[src/rtl/arb_pkg.sv]
// Shared definitions for the round-robin arbiter: FSM encoding, requester
// count, pointer reset value and the request rotation helper.
package arb_pkg;

  typedef enum logic {
    IDLE  = 1'b0,
    GRANT = 1'b1
  } state_t;

  localparam int NREQ = 4;
  localparam logic [1:0] PTR_RST = 2'b11;

  // Rotate right by n so that bit i of the result is x[(i+n) mod 4]
  function automatic logic [NREQ-1:0] rotr4(input logic [NREQ-1:0] x,
                                            input logic [1:0] n);
    logic [2*NREQ-1:0] dbl;
    dbl = {x, x} >> n;
    return dbl[NREQ-1:0];
  endfunction

endpackage

[src/rtl/prio_enc4.sv]
// Combinational 4-to-2 priority encoder, lowest index wins; y is 00 and
// v is 0 when no input is set.
module prio_enc4 (
  input  logic [3:0] a,
  output logic [1:0] y,
  output logic       v
);

  always_comb begin
    y = 2'd0;
    v = |a;
    if (a[0])      y = 2'd0;
    else if (a[1]) y = 2'd1;
    else if (a[2]) y = 2'd2;
    else if (a[3]) y = 2'd3;
  end

endmodule

[src/rtl/rr_arb4.sv]
// Four-requester round-robin arbiter with hold limit; grants are held until
// done, request withdrawal or the hold limit, then one idle cycle follows.
module rr_arb4
  import arb_pkg::*;
#(
  parameter int HOLD_MAX = 8
) (
  input  logic            clk,
  input  logic            rst_n,
  input  logic [NREQ-1:0] req,
  input  logic            done,
  output logic [NREQ-1:0] gnt,
  output logic [1:0]      gnt_id,
  output logic            gnt_valid,
  output logic            timeout
);

  localparam logic [3:0] HOLD_LAST = 4'(HOLD_MAX - 1);

  state_t          state, state_nxt;
  logic [1:0]      ptr, ptr_nxt;
  logic [3:0]      hcnt, hcnt_nxt;
  logic [NREQ-1:0] gnt_nxt;
  logic [1:0]      gnt_id_nxt;
  logic            gnt_valid_nxt;
  logic            timeout_nxt;

  logic [NREQ-1:0] rot_req;
  logic [1:0]      enc_y;
  logic            enc_v;
  logic [1:0]      win;
  logic            limit_hit;

  // Rotating the requests puts the slot after the last winner at bit 0
  assign rot_req = rotr4(req, ptr + 2'd1);

  prio_enc4 u_enc (
    .a (rot_req),
    .y (enc_y),
    .v (enc_v)
  );

  assign win       = enc_y + ptr + 2'd1;
  assign limit_hit = (hcnt == HOLD_LAST);

  always_ff @(posedge clk or negedge rst_n) begin
    if (!rst_n) begin
      state     <= IDLE;
      ptr       <= PTR_RST;
      hcnt      <= 4'd0;
      gnt       <= '0;
      gnt_id    <= 2'd0;
      gnt_valid <= 1'b0;
      timeout   <= 1'b0;
    end else begin
      state     <= state_nxt;
      ptr       <= ptr_nxt;
      hcnt      <= hcnt_nxt;
      gnt       <= gnt_nxt;
      gnt_id    <= gnt_id_nxt;
      gnt_valid <= gnt_valid_nxt;
      timeout   <= timeout_nxt;
    end
  end

  // A withdrawn request or done masks the timeout even on the limit cycle
  always_comb begin
    state_nxt     = state;
    ptr_nxt       = ptr;
    hcnt_nxt      = hcnt;
    gnt_nxt       = gnt;
    gnt_id_nxt    = gnt_id;
    gnt_valid_nxt = gnt_valid;
    timeout_nxt   = 1'b0;
    case (state)
      IDLE: begin
        if (enc_v) begin
          state_nxt     = GRANT;
          ptr_nxt       = win;
          hcnt_nxt      = 4'd0;
          gnt_nxt       = 4'b0001 << win;
          gnt_id_nxt    = win;
          gnt_valid_nxt = 1'b1;
        end
      end
      GRANT: begin
        if (done || !req[gnt_id] || limit_hit) begin
          state_nxt     = IDLE;
          gnt_nxt       = '0;
          gnt_id_nxt    = 2'd0;
          gnt_valid_nxt = 1'b0;
          timeout_nxt   = limit_hit && !done && req[gnt_id];
        end else begin
          hcnt_nxt = hcnt + 4'd1;
        end
      end
      default: state_nxt = IDLE;
    endcase
  end

endmodule

[config.mk]
export PLATFORM = sky130hd
export DESIGN_NAME = rr_arb4
export DESIGN_NICKNAME = d
export VERILOG_FILES = /design/src/rtl/arb_pkg.sv /design/src/rtl/prio_enc4.sv /design/src/rtl/rr_arb4.sv
export SDC_FILE = /design/constraint.sdc
export NUM_CORES = 1
export LEC_CHECK = 0
export CAP_MARGIN = 15
export CORE_MARGIN = 2
export CORE_UTILIZATION = 45
export CTS_CLUSTER_DIAMETER = 120
export CTS_CLUSTER_SIZE = 16
export DETAILED_ROUTE_END_ITERATION = 16
export GPL_ROUTABILITY_DRIVEN = 0
export PLACE_DENSITY_LB_ADDON = 0.2
export SLEW_MARGIN = 30
export SYNTH_ARGS = -nofsm -noshare
export SYNTH_HDL_FRONTEND = slang
export SYNTH_SLANG_ARGS = --single-unit
[constraint.sdc]
create_clock -name clk -period 5.4 [get_ports clk]
set_input_delay 1.08 -clock clk [delete_from_list [all_inputs] [get_ports clk]]
set_output_delay 1.08 -clock clk [all_outputs]
set_load 0.005 [all_outputs]
==> impl_metrics.csv <==
group,metric,value,unit
grt,grt_util_all_layers,18.22,%
synth,synth_cell_type_count,40,
sta,setup_tns,0,ps
detailed_routing,detail_route.wl_per_cell,14.72,um
setup_path,critPathCaptureType,"flop",
sta,skew,4.844,ps
finish,nFillCells,193,
cts,clock_latency,300,ps
die,rows,16,
cts,clock_path_buffers,2,
synth,netlist_area,924.6,um^2
detailed_routing,vias,747,
sta,timing.slew.headroom,54.51,%
synth,synthCells,94,
grt,gr-total-overflow,0,
cts,post-cts-setup-buffers,0,
hold_path,hp-class,"reg -> reg",
power_and_ir_drop,vdd_ir_drop_max,0.3283,mV
finish,regArea,377.9,um^2
grt,antenna_found_initial,0,
power_and_ir_drop,p_switching,0.2172,mW
run_status,status,"finished clean",
die,io_pins,15,
sta,hold_ws,493.4,ps
setup_path,cp_data_required_time,5640,ps
synth,ys.flop_type,"dfrtp_1",
setup_path,worstPathArrival,3330,ps
synth,synth_area_leader_cell,"dfrtp_1",
synth,async_reset_ff_share,100.0,%
sta,min_period_over_period,57.35,%
detailed_routing,routed_wl,1972,um
finish,areaGrowthSynthToFinish,17.86,%
cts,htreeDepth,1,
detailed_routing,vias_per_cell,5.575,
die,die_area,0.002433,mm^2
grt,grt_max_degree,16,
synth,seq_area_frac_synth,40.87,%
detailed_routing,dr.pass1.iters,4,
grt,grt_pass1_wl,3374,um
detailed_routing,ant_nets,0,
placed_design,port_buffers,14,
detailed_routing,first_iter_violations,13,
synth,synth_area_per_cell,9.837,um^2
setup_path,cp_max_fo,11,
power_and_ir_drop,cellPowerDensity,487.1,mW/mm^2
power_and_ir_drop,clkPwrFrac,13.1,%
synth,synth_edf_count,0,
synth,syn-num-nets,104,
synth,synth_most_common_cell,"dfrtp_1",
sta,worst_slew_pin_slew,680.2,ps
sta,hold_viol_final,0,
die,start_util,47.62,%
placed_design,hpwl,1377,um
cts,cts_hold_buf,0,
power_and_ir_drop,combPwrFrac,48.6,%
cts,cts_resized,0,
finish,layout-drive-gt1-share,15.89,%
setup_path,crit_type,"in -> reg",
power_and_ir_drop,p_leak,0.4703,nW
cts,cts_root_buf,"clkbuf_4",
die,die_w,49.33,um
synth,ys_seq_elements,15,
cts,cts_made_buffers,3,
synth,synthTopCellsByCount,"dfrtp_1 (13), nor2_1 (11), inv_1 (7)",
sta,setup_violations,0,
power_and_ir_drop,seq_power_share,38.3,%
finish,n_antenna_cell,0,
synth,synth_warnings,0,
cts,cts_tree,"done",
finish,layout.nets,118,
sta,rsz0062_at_grt,"false",
setup_path,critPathLaunchType,"input pin",
run,cap_violations,0,
die,core_area,0.001942,mm^2
sta,fmax,322.9,MHz
cts,clock_sinks,15,
sta,fin_crit,3097,ps
grt,grt_pass1_vias,736,
power_and_ir_drop,fin_total_pwr,0.5309,mW
synth,synthTopCellsByArea,"dfrtp_1 (35%), dfstp_2 (5.7%), nor2_1 (4.5%)",
die,die_h,49.33,um
power_and_ir_drop,p_int,0.3137,mW
power_and_ir_drop,switching_share,40.91,%
sta,slew_viol_final,0,
detailed_routing,drcViolationCount,0,
cts,clk_pin_slew,100,ps
finish,multi_input_area,484.2,um^2
synth,yosys.area.top_type_share,35.18,%
sequential cells by signal, summed over array words and instances (netlist names):
register   cells
state          1
gnt_id         2
gnt_valid      1
hcnt           4
timeout        1
gnt            4
ptr            2
critical path, cell delays in order:
cell	delay, ps
clkdlybuf4s50_1	690
nor3_1	80
a311oi_1	250
a21oi_1	60
a211oi_1	290
ha_1	260
xor2_1	380
a32o_1	230
placed cells by master (no fill, tap or decap), types with 2 or more instances in the layout:
| master | synthesis | final |
|---|---|---|
| a21o_2 | 2 | 2 |
| a21oi_1 | 4 | 4 |
| clkbuf_4 | 0 | 3 |
| clkdlybuf4s50_1 | 0 | 14 |
| dfrtp_1 | 13 | 13 |
| dfstp_2 | 2 | 2 |
| ha_1 | 3 | 3 |
| inv_1 | 7 | 7 |
| nand2_1 | 4 | 4 |
| nand2b_1 | 3 | 3 |
| nand3_1 | 4 | 4 |
| nor2_1 | 11 | 11 |
| nor3_1 | 4 | 4 |
| o21ai_0 | 3 | 3 |
| o2bb2ai_1 | 3 | 3 |
| o32ai_1 | 2 | 2 |
| or2_2 | 2 | 2 |
per-stage QoR:
step                      cell area [um^2]  utilization, %  setup WS [ps]  instances
after global placement                1062           54.70           2152        130
after CTS                             1090           56.12           2334        134
final                                 1090           56.12           2303        134
after detailed placement              1062           54.70           2034        130
after global routing                  1090           56.12           2120        134
after floorplan                      924.6               -           2812         94
kinds of logic (layout without fill, tap and decap cells):
| group | after synthesis | in the layout | synth area share [%] |
|---|---|---|---|
| flip-flops | 15 | 15 | 40.87 |
| XOR/XNOR | 2 | 2 | 1.895 |
| buffers and inverters | 12 | 25 | 6.766 |
| multiplexers | 2 | 2 | 3.518 |
| AO/OA/AOI/OAI | 29 | 29 | 24.90 |
| adder cells (fa/ha/maj) | 3 | 3 | 4.060 |
| AND/OR/NAND/NOR | 31 | 31 | 18.00 |
final timing paths:
check	start	slack, ps	endpoint	cells past startpoint
max	req[1]	2300	gnt[2]	8
min	gnt_valid	490	gnt_valid	1
max reg2reg	ptr[0]	3120	gnt[2]	7
min reg2reg	gnt_valid	490	gnt_valid	1
max in group asynchronous	rst_n	3780	gnt[3]	1
min in group asynchronous	rst_n	1180	gnt_id[1]	1
final cells by class:
cell class | instances | area share [%]
Inverter | 7 | 2.411
Clock buffer | 3 | 2.067
Multi-Input combinational cell | 67 | 44.43
Tap cell | 27 | 3.100
Timing Repair Buffer | 14 | 12.86
Sequential cell | 15 | 34.67
Clock inverter | 1 | 0.4592
power by group through the flow:
stage	Clock [mW]	Sequential (mW)	Combinational, mW
after global placement	0	0.202	0.251
after detailed placement	0	0.204	0.257
final	0.0696	0.203	0.258
after global routing	0.0740	0.208	0.285
after floorplan	0	0.183	0.197
after CTS	0.0702	0.202	0.259
layer usage:
metal / GRT usage (%) / vias up / routed length, um
met1: 23.58 / 364 / 968
met4: 10.00 / 0 / 43
met5: 0 / - / 0
li1: - / 364 / -
met2: 27.48 / 14 / 876
met3: 4.908 / 5 / 83
Power figures use the tool's default switching activity.
